<file path="src/rtl/rr_hold_arbiter_if.sv">
// Request/grant bundle between N requesters and the round-robin hold arbiter.
//   req       : level request vector, bit i = requester i
//   gnt       : registered one-hot grant, zero when idle
//   gnt_id    : encoded owner index, 0 when no grant
//   gnt_valid : high while any grant bit is set
//   hold_cnt  : cycles the current owner has held the grant (1-based), 0 when idle
// master = requester side, slave = arbiter side.
interface rr_hold_arbiter_if #(
  parameter int N = 4
) ();
  localparam int IDW = $clog2(N);

  logic [N-1:0]   req;
  logic [N-1:0]   gnt;
  logic [IDW-1:0] gnt_id;
  logic           gnt_valid;
  logic [7:0]     hold_cnt;

  modport master (
    output req,
    input  gnt, gnt_id, gnt_valid, hold_cnt
  );

  modport slave (
    input  req,
    output gnt, gnt_id, gnt_valid, hold_cnt
  );
endinterface

</file>
<file path="src/rtl/rr_hold_arbiter.sv">
// Round-robin arbiter with grant hold. The owner keeps the grant while its
// request stays high; once it has held for MAX_HOLD cycles and someone else
// is waiting, the grant is forced onward. A rotating pointer (one past the
// last released owner) sets the scan start so nobody starves.
// Ports:
//   clk_i   : clock, all state on rising edge
//   rst_n_i : asynchronous active-low reset
//   bus     : rr_hold_arbiter_if.slave (req in; gnt, gnt_id, gnt_valid, hold_cnt out)
//
// state | meaning
// ------+--------------------------------------------------------------
// IDLE  | no owner; first request seen is granted from the pointer
// BUSY  | one owner holds the grant; release/hold/forced-release logic
module rr_hold_arbiter #(
  parameter int N        = 4,
  parameter int MAX_HOLD = 8
) (
  input  logic           clk_i,
  input  logic           rst_n_i,
  rr_hold_arbiter_if.slave bus
);
  localparam int IDW = $clog2(N);
  localparam logic [7:0] MAX_HOLD_C = 8'(MAX_HOLD);

  typedef enum logic {IDLE, BUSY} state_t;

  state_t         state_q, state_d;
  logic [IDW-1:0] ptr_q,   ptr_d;
  logic [IDW-1:0] own_q,   own_d;
  logic [7:0]     hold_q,  hold_d;
  logic [N-1:0]   gnt_q,   gnt_d;
  logic [N-1:0]   others;

  // First set bit of r scanning p, p+1, ... with wrap modulo N.
  function automatic logic [IDW-1:0] sel(input logic [N-1:0] r, input logic [IDW-1:0] p);
    logic [IDW-1:0] res;
    logic           found;
    int             idx;
    res   = '0;
    found = 1'b0;
    for (int k = 0; k < N; k++) begin
      idx = (int'(p) + k) % N;
      if (!found && r[idx]) begin
        res   = IDW'(idx);
        found = 1'b1;
      end
    end
    return res;
  endfunction

  function automatic logic [IDW-1:0] nxt(input logic [IDW-1:0] o);
    return (o == IDW'(N - 1)) ? '0 : o + IDW'(1);
  endfunction

  always_comb begin
    state_d = state_q;
    ptr_d   = ptr_q;
    own_d   = own_q;
    hold_d  = hold_q;
    // The owner's own bit never counts as a competitor, so a releasing owner
    // cannot win back the grant on the very edge it lets go.
    others  = bus.req & ~gnt_q;

    case (state_q)
      IDLE: begin
        if (|bus.req) begin
          own_d   = sel(bus.req, ptr_q);
          hold_d  = 8'd1;
          state_d = BUSY;
        end
      end
      BUSY: begin
        if (!bus.req[own_q]) begin
          ptr_d = nxt(own_q);
          if (|others) begin
            own_d  = sel(others, nxt(own_q));
            hold_d = 8'd1;
          end else begin
            own_d   = '0;
            hold_d  = 8'd0;
            state_d = IDLE;
          end
        end else if (hold_q < MAX_HOLD_C) begin
          hold_d = hold_q + 8'd1;
        end else if (|others) begin
          ptr_d  = nxt(own_q);
          own_d  = sel(others, nxt(own_q));
          hold_d = 8'd1;
        end else begin
          // Sole requester at the limit: keep the grant, restart the count.
          hold_d = 8'd1;
        end
      end
      default: state_d = IDLE;
    endcase

    gnt_d = (state_d == BUSY) ? (N'(1) << own_d) : '0;
  end

  always_ff @(posedge clk_i or negedge rst_n_i) begin
    if (!rst_n_i) begin
      state_q <= IDLE;
      ptr_q   <= '0;
      own_q   <= '0;
      hold_q  <= 8'd0;
      gnt_q   <= '0;
    end else begin
      state_q <= state_d;
      ptr_q   <= ptr_d;
      own_q   <= own_d;
      hold_q  <= hold_d;
      gnt_q   <= gnt_d;
    end
  end

  assign bus.gnt       = gnt_q;
  assign bus.gnt_id    = own_q;
  assign bus.gnt_valid = (state_q == BUSY);
  assign bus.hold_cnt  = hold_q;
endmodule
</file>
<file path="src/flat_wrapper.sv">
// flat-port wrapper written by rule: the top's interface ports become plain ports
module rr_hold_arbiter_flat 
#(
  parameter int N        = 4,
  parameter int MAX_HOLD = 8
)
  (clk_i, rst_n_i, bus_req, bus_gnt, bus_gnt_id, bus_gnt_valid, bus_hold_cnt);
  rr_hold_arbiter_if #(.N(N)) bus_i ();
  input  logic clk_i;
  input  logic rst_n_i;
  input wire logic [$bits(bus_i.req)-1:0] bus_req;
  output wire logic [$bits(bus_i.gnt)-1:0] bus_gnt;
  output wire logic [$bits(bus_i.gnt_id)-1:0] bus_gnt_id;
  output wire logic [$bits(bus_i.gnt_valid)-1:0] bus_gnt_valid;
  output wire logic [$bits(bus_i.hold_cnt)-1:0] bus_hold_cnt;
  assign bus_i.req = bus_req;
  assign bus_gnt = bus_i.gnt;
  assign bus_gnt_id = bus_i.gnt_id;
  assign bus_gnt_valid = bus_i.gnt_valid;
  assign bus_hold_cnt = bus_i.hold_cnt;
  rr_hold_arbiter #(.N(N), .MAX_HOLD(MAX_HOLD)) u_core (.clk_i(clk_i), .rst_n_i(rst_n_i), .bus(bus_i));
endmodule
</file>
<file path="config.mk">
export PLATFORM = sky130hd
export DESIGN_NAME = rr_hold_arbiter_flat
export DESIGN_NICKNAME = d
export VERILOG_FILES = /design/src/rtl/rr_hold_arbiter_if.sv /design/src/rtl/rr_hold_arbiter.sv /design/src/flat_wrapper.sv
export SDC_FILE = /design/constraint.sdc
export NUM_CORES = 1
export LEC_CHECK = 0
export ABC_AREA = 1
export CAP_MARGIN = 10
export CORE_ASPECT_RATIO = 0.8
export CORE_MARGIN = 5
export CORE_UTILIZATION = 54
export DETAILED_ROUTE_END_ITERATION = 12
export HOLD_SLACK_MARGIN = 0.08
export PLACE_DENSITY = 0.8
export SYNTH_ARGS = -nofsm -noshare
export SYNTH_HDL_FRONTEND = slang
export SYNTH_SLANG_ARGS = --single-unit
</file>
<file path="constraint.sdc">
create_clock -name clk_i -period 2.34 [get_ports clk_i]
set_input_delay 0.351 -clock clk_i [delete_from_list [all_inputs] [get_ports clk_i]]
set_output_delay 0.351 -clock clk_i [all_outputs]
set_load 0.02 [all_outputs]
</file>
Word-level counts from Yosys, hierarchy flattened

Index checks and enable logic that the tools add are counted.

Input port bits: 6
Output and inout bits: 15
Word-level logic and storage cells: 153
Flip-flop bits (word level): 17

Reductions and logical operators: 27
Shifts and indexed selects: 1
Add/sub/neg operators: 8
Magnitude comparators: 10
Bitwise logic cells: 9
Mux-type cells: 89
Eq/ne operators: 4

Operators by type and width:

| operator                                                   | number |
|---|---|
| two-way mux 1 bit                                          | 53 |
| two-way mux 2 bit                                          | 20 |
| less-than comparator 3 x 4 -> 1 bit, second input constant | 6 |
| two-way mux 8 bit                                          | 3 |
| binary-select mux 1 bit (select 2 bit)                     | 9 |
| one-hot mux 8 bit (2 select lines)                         | 1 |
| OR reduction 2 bit                                         | 6 |
| logical AND 1 bit                                          | 9 |
| logical NOT 1 bit                                          | 9 |
| less-than comparator 2 x 3 -> 1 bit, second input constant | 3 |
| adder 2 bit, second input constant                         | 4 |
| adder 8 x 1 -> 8 bit, second input constant                | 1 |
| less-than comparator 8 x 4 -> 1 bit, second input constant | 1 |
| OR reduction 4 bit                                         | 2 |
| adder 2 x 1 -> 2 bit, second input constant                | 3 |
| bitwise AND 1 bit, first input constant                    | 6 |
| bitwise AND 4 bit                                          | 1 |
| two-way mux 4 bit                                          | 1 |
| inequality test 2 bit, second input constant               | 2 |
| NOT 4 bit                                                  | 1 |
| one-hot mux 2 bit (2 select lines)                         | 1 |
| << shifter 1 x 2 -> 4 bit, first input constant            | 1 |
| AND reduction 3 bit                                        | 1 |
| equality test 2 bit, second input constant                 | 1 |
| other kinds (3)                                            | 3 |

Longest topological paths before layout

Depth after elaboration: 32
Mapped depth: 16
Mapped depth without buffers: 16

Worst setup path before layout

No wires, ideal clock.

Kind: flip-flop to flip-flop
Start: register u_core.own_q[0] (netlist: u_core.bus.gnt_id[0])
End: register u_core.gnt_q[1] (netlist: u_core.bus.gnt[1])
Data arrival time: 1.875 ns
Setup time: 0.123 ns
Cell stages (with the launch flop): 16
Slack: 0.343 ns
Cells stage by stage: dfrtp_1 -> ha_1 -> inv_2 -> nand2_1 -> nand2_1 -> nand2_2 -> nand2_4 -> nand3_1 -> nand2_1 -> nand2_1 -> nand2_1 -> nand2_2 -> nand2_2 -> nand2_2 -> nand3_2 -> nor2_1

Cells in the longest elaborated chain, start to end: 32

RTL lines:

| item                                                               | RTL line                                     | text |
|---|---|---|
| start, declared                                                    | rr_hold_arbiter.sv:29                        | `logic [IDW-1:0] own_q, own_d;` |
| start signal, assigned                                             | rr_hold_arbiter.sv:110                       | `own_q <= own_d;` |
| adder 2 x 1 -> 2 bit / equality test 2 bit (equally long branches) | rr_hold_arbiter.sv:52                        | `return (o == IDW'(N - 1)) ? '0 : o + IDW'(1);` |
| two-way mux 2 bit                                                  | rr_hold_arbiter.sv:52                        |  |
| binary-select mux 1 bit (select 2 bit)                             | rr_hold_arbiter.sv:43                        | `if (!found && r[idx]) begin` |
| two-way mux 1 bit (not written as such)                            | rr_hold_arbiter.sv:43                        |  |
| two-way mux 1 bit                                                  | rr_hold_arbiter.sv:43                        |  |
| two-way mux 1 bit                                                  | rr_hold_arbiter.sv:75, rr_hold_arbiter.sv:85 |  |
| two-way mux 1 bit                                                  | rr_hold_arbiter.sv:83                        | `end else if (hold_q < MAX_HOLD_C) begin` |
| two-way mux 1 bit                                                  | rr_hold_arbiter.sv:73                        | `if (!bus.req[own_q]) begin` |
| [... 17 more ...]                                                  | -                                            |  |
| two-way mux 2 bit                                                  | rr_hold_arbiter.sv:43                        |  |
| two-way mux 2 bit                                                  | rr_hold_arbiter.sv:85                        | `end else if (\|others) begin` |
| two-way mux 2 bit                                                  | rr_hold_arbiter.sv:83                        |  |
| two-way mux 2 bit                                                  | rr_hold_arbiter.sv:73                        |  |
| one-hot mux 2 bit (2 select lines)                                 | rr_hold_arbiter.sv:64                        | `case (state_q)` |
| << shifter 1 x 2 -> 4 bit                                          | rr_hold_arbiter.sv:97                        | `gnt_d = (state_d == BUSY) ? (N'(1) << own_d) : '0;` |
| two-way mux 4 bit (*)                                              | rr_hold_arbiter.sv:97                        |  |
| net u_core.gnt_d[1]                                                | rr_hold_arbiter.sv:31                        | `logic [N-1:0] gnt_q, gnt_d;` |
| end signal, assigned                                               | rr_hold_arbiter.sv:112                       | `gnt_q <= gnt_d;` |
| end, declared                                                      | rr_hold_arbiter.sv:31                        |  |

The timed path passes the listed nets; every way through them passes the cells marked *. The select of a mux whose other input is x is not followed.
A chain may end at the register's enable or synchronous reset.

Final worst setup path

Same ends and word-level chain as after synthesis.

==> flow_metrics.env <==
export IMPL_drt_wl_total_um=3560
export IMPL_firstDrtPassIters=4
export IMPL_gr_total_overflow=0
export IMPL_worst_pin_slew_ns=0.800
export IMPL_fin_crit_ns=2.06
export IMPL_clk_pin_slew_ns=0.11
export IMPL_num_antenna_cells=0
export IMPL_status="complete, no violations"
export IMPL_end_kind="register"
export IMPL_maxCapViolCount=0
export IMPL_area_growth_pct=19.8
export IMPL_grt_max_degree=18
export IMPL_drc=0
export IMPL_dieArea_um2=3710
export IMPL_worst_ir_drop_vdd_mv=1.04
export IMPL_total_power_w=0.00283
export IMPL_initial_core_util_pct=56.7
export IMPL_vias_per_cell=5.34
export IMPL_postLayoutCoreUtil_pct=67.9
export IMPL_stdcell_area_um2=1670
export IMPL_die_x_um=66.9
export IMPL_ios=21
export IMPL_syn_inst=211
export IMPL_placementRows=16
export IMPL_ys_types=28
export IMPL_track_usage_pct=21.2
export IMPL_first_global_vias=1394
export IMPL_drt_iter0_drc=102
export IMPL_syn_num_nets=219
export IMPL_gp_congestion=0.852
export IMPL_numCtsBuffers=3
export IMPL_finalHoldViolations=0
export IMPL_cts_tree="done"
export IMPL_max_stage_delay_ns=0.44
export IMPL_syn_avg_cell_area_um2=6.62
export IMPL_ys_seq_area_share_pct=30.5
export IMPL_swShare_pct=56.6
export IMPL_cp_required_ns=2.53
export IMPL_setup_violations=0
export IMPL_floorplan_core_area_um2=2460
export IMPL_tns_ns=0
export IMPL_drv_slew=0
export IMPL_p_seq_share_pct=18.5
export IMPL_grt_pass1_wl_um=6220
export IMPL_dpl_cell_area_um2=1650
export IMPL_clk_path_buf_depth=2
export IMPL_cts_hold_buf=0
export IMPL_cp_top_family="simple AND/OR/NAND/NOR gates"
export IMPL_crit_fanout=9
export IMPL_syn_area_um2=1400
export IMPL_cts_resized=0
export IMPL_start_kind="register"
export IMPL_cts_setup_buffers=0
export IMPL_crit_slowest_cell="ha_1"
export IMPL_wl_per_cell_um=13.1
export IMPL_internal_power_w=0.00123
export IMPL_arrival_ns=2.25
export IMPL_crit_type="reg -> reg"
export IMPL_crit_buf_inv=1
export IMPL_relSlewSlack_pct=46.5
export IMPL_hpwlAfterDp_um=2870
export IMPL_fmax_mhz=485
export IMPL_clock_latency_ns=0.30
export IMPL_hp_class="in -> async"
export IMPL_antenna_found_initial=0
export IMPL_finalCritPeriodShare_pct=88.1
export IMPL_postRouteAntennaNets=0
export IMPL_nFillCells=217
export IMPL_yosys_warnings=0
export IMPL_cts_root_buf="clkbuf_4"
export IMPL_combPwrFrac_pct=75.6
export IMPL_p_per_area_nw_per_um2=1690
export IMPL_switchingPower_w=0.00160
export IMPL_rsz0062_at_grt="no"
export IMPL_cts_sinks=17
export IMPL_dr_total_vias=1453
export IMPL_cts_htree_levels=1
export IMPL_clockPowerShare_pct=5.9
export IMPL_ys_ff_latch=17
export IMPL_nNetsFinal=245
export IMPL_layout_drive_gt1_share_pct=18.2
export IMPL_finClkSkew_ns=0.00103
export IMPL_die_h_um=55.5
export IMPL_crit_chain="ha_1 > inv_2 > nand2_2 > nand2_2 > nand2_2 > nand2_4 > nand3_1 > nand3_1 > nand3_1 > nand2_1 > a21oi_1 > nor2_1"
export IMPL_io_buffer_count=20
export IMPL_p_leak_nw=0.859
[final timing paths]
check	depth (start not counted)	slack, ns	start	to
min reg2reg	2	0.53	u_core.bus.hold_cnt[7]	u_core.bus.hold_cnt[7]
min in group clk_i	2	0.53	u_core.bus.hold_cnt[7]	u_core.bus.hold_cnt[7]
max in group asynchronous	1	1.34	rst_n_i	u_core.ptr_q[0]
max	12	0.28	u_core.bus.gnt_id[0]	u_core.bus.gnt[1]
max reg2reg	12	0.28	u_core.bus.gnt_id[0]	u_core.bus.gnt[1]
min	1	0.50	rst_n_i	u_core.bus.hold_cnt[2]
[power by group through the flow]
stage	clock network (W)	logic (W)	registers, W
floorplan	0	0.00156	0.000577
global placement	0	0.00204	0.000518
detailed placement	0	0.00211	0.000527
CTS	0.000166	0.00213	0.000522
global route	0.000183	0.00239	0.000542
finish	0.000168	0.00214	0.000522
[cell usage in the layout (no fill, tap or decap), types with 5 or more instances in the layout]
cell type,count
nand2_4,5
dfrtp_1,17
clkdlybuf4s50_1,20
o21ai_0,8
nand3_1,20
inv_1,20
nand2_1,73
nand2_2,16
nor2_1,16
[cells in the mapped netlist, drive strengths merged]
cell	number	area (um^2)
nor3	1	5.00
nand4	3	18.8
nand3b	1	7.51
a31oi	1	6.26
xnor2	1	8.76
o21ai	10	50.1
a32o	1	10.0
ha	2	25.0
inv	25	96.3
xor2	1	8.76
nor2	21	96.3
a21oi	4	20.0
nor4	1	12.5
a21boi	1	7.51
nand2	94	430
dfrtp	17	425
nand3	24	140
a211o	1	8.76
buf	2	18.8
[logic make-up (layout without fill, tap and decap cells)]
family | count (synthesis) | after routing | share of synthesized area (%)
compound gates | 18 | 18 | 7.35
xor+xnor | 2 | 2 | 1.25
fa+ha+maj | 2 | 2 | 1.79
buf+inv | 27 | 52 | 8.24
flops | 17 | 17 | 30.5
simple gates | 145 | 145 | 50.9
[worst reg2reg max path: cells and delay by family (launching register included)]
family	cells	cell delay, ns
adders and majority gates	1	0.44
AOI/OAI and AO/OA	1	0.20
DFF	1	0.40
and+or+nand+nor	9	0.79
buffers and inverters	1	0.14
[layer usage]
| layer | global-route usage [%] | wire [um] |
|---|---|---|
| met5 | 0 | 0 |
| met3 | 6.69 | 251 |
| met4 | 6.07 | 72 |
| met1 | 29.1 | 1610 |
| met2 | 31.8 | 1630 |
[final cells by class]
| cell class | instances | area [um^2] | area share [%] |
|---|---|---|---|
| Clock buffer | 3 | 22.5 | 1.35 |
| Multi-Input combinational cell | 167 | 856 | 51.2 |
| Clock inverter | 1 | 5.00 | 0.299 |
| Timing Repair Buffer | 23 | 223 | 13.3 |
| Tap cell | 36 | 45.0 | 2.69 |
| Sequential cell | 17 | 425 | 25.4 |
| Inverter | 25 | 96.3 | 5.76 |
[through the flow]
step	hold slack (ns)	instances	setup slack, ns
2_1_floorplan	0.0554	211	0.343
3_3_place_gp	0.503	268	0.125
3_5_place_dp	0.515	268	0.120
4_1_cts	0.529	272	0.288
5_1_grt	0.560	272	0.0940
6_report	0.505	272	0.279
[sequential cells by signal, summed over array words and instances, names as in the netlist]
register              flops
u_core.ptr_q              2
u_core.bus.gnt_valid      1
u_core.bus.gnt_id         2
u_core.bus.hold_cnt       8
u_core.bus.gnt            4
No activity file was read; power rests on OpenSTA's default activity.
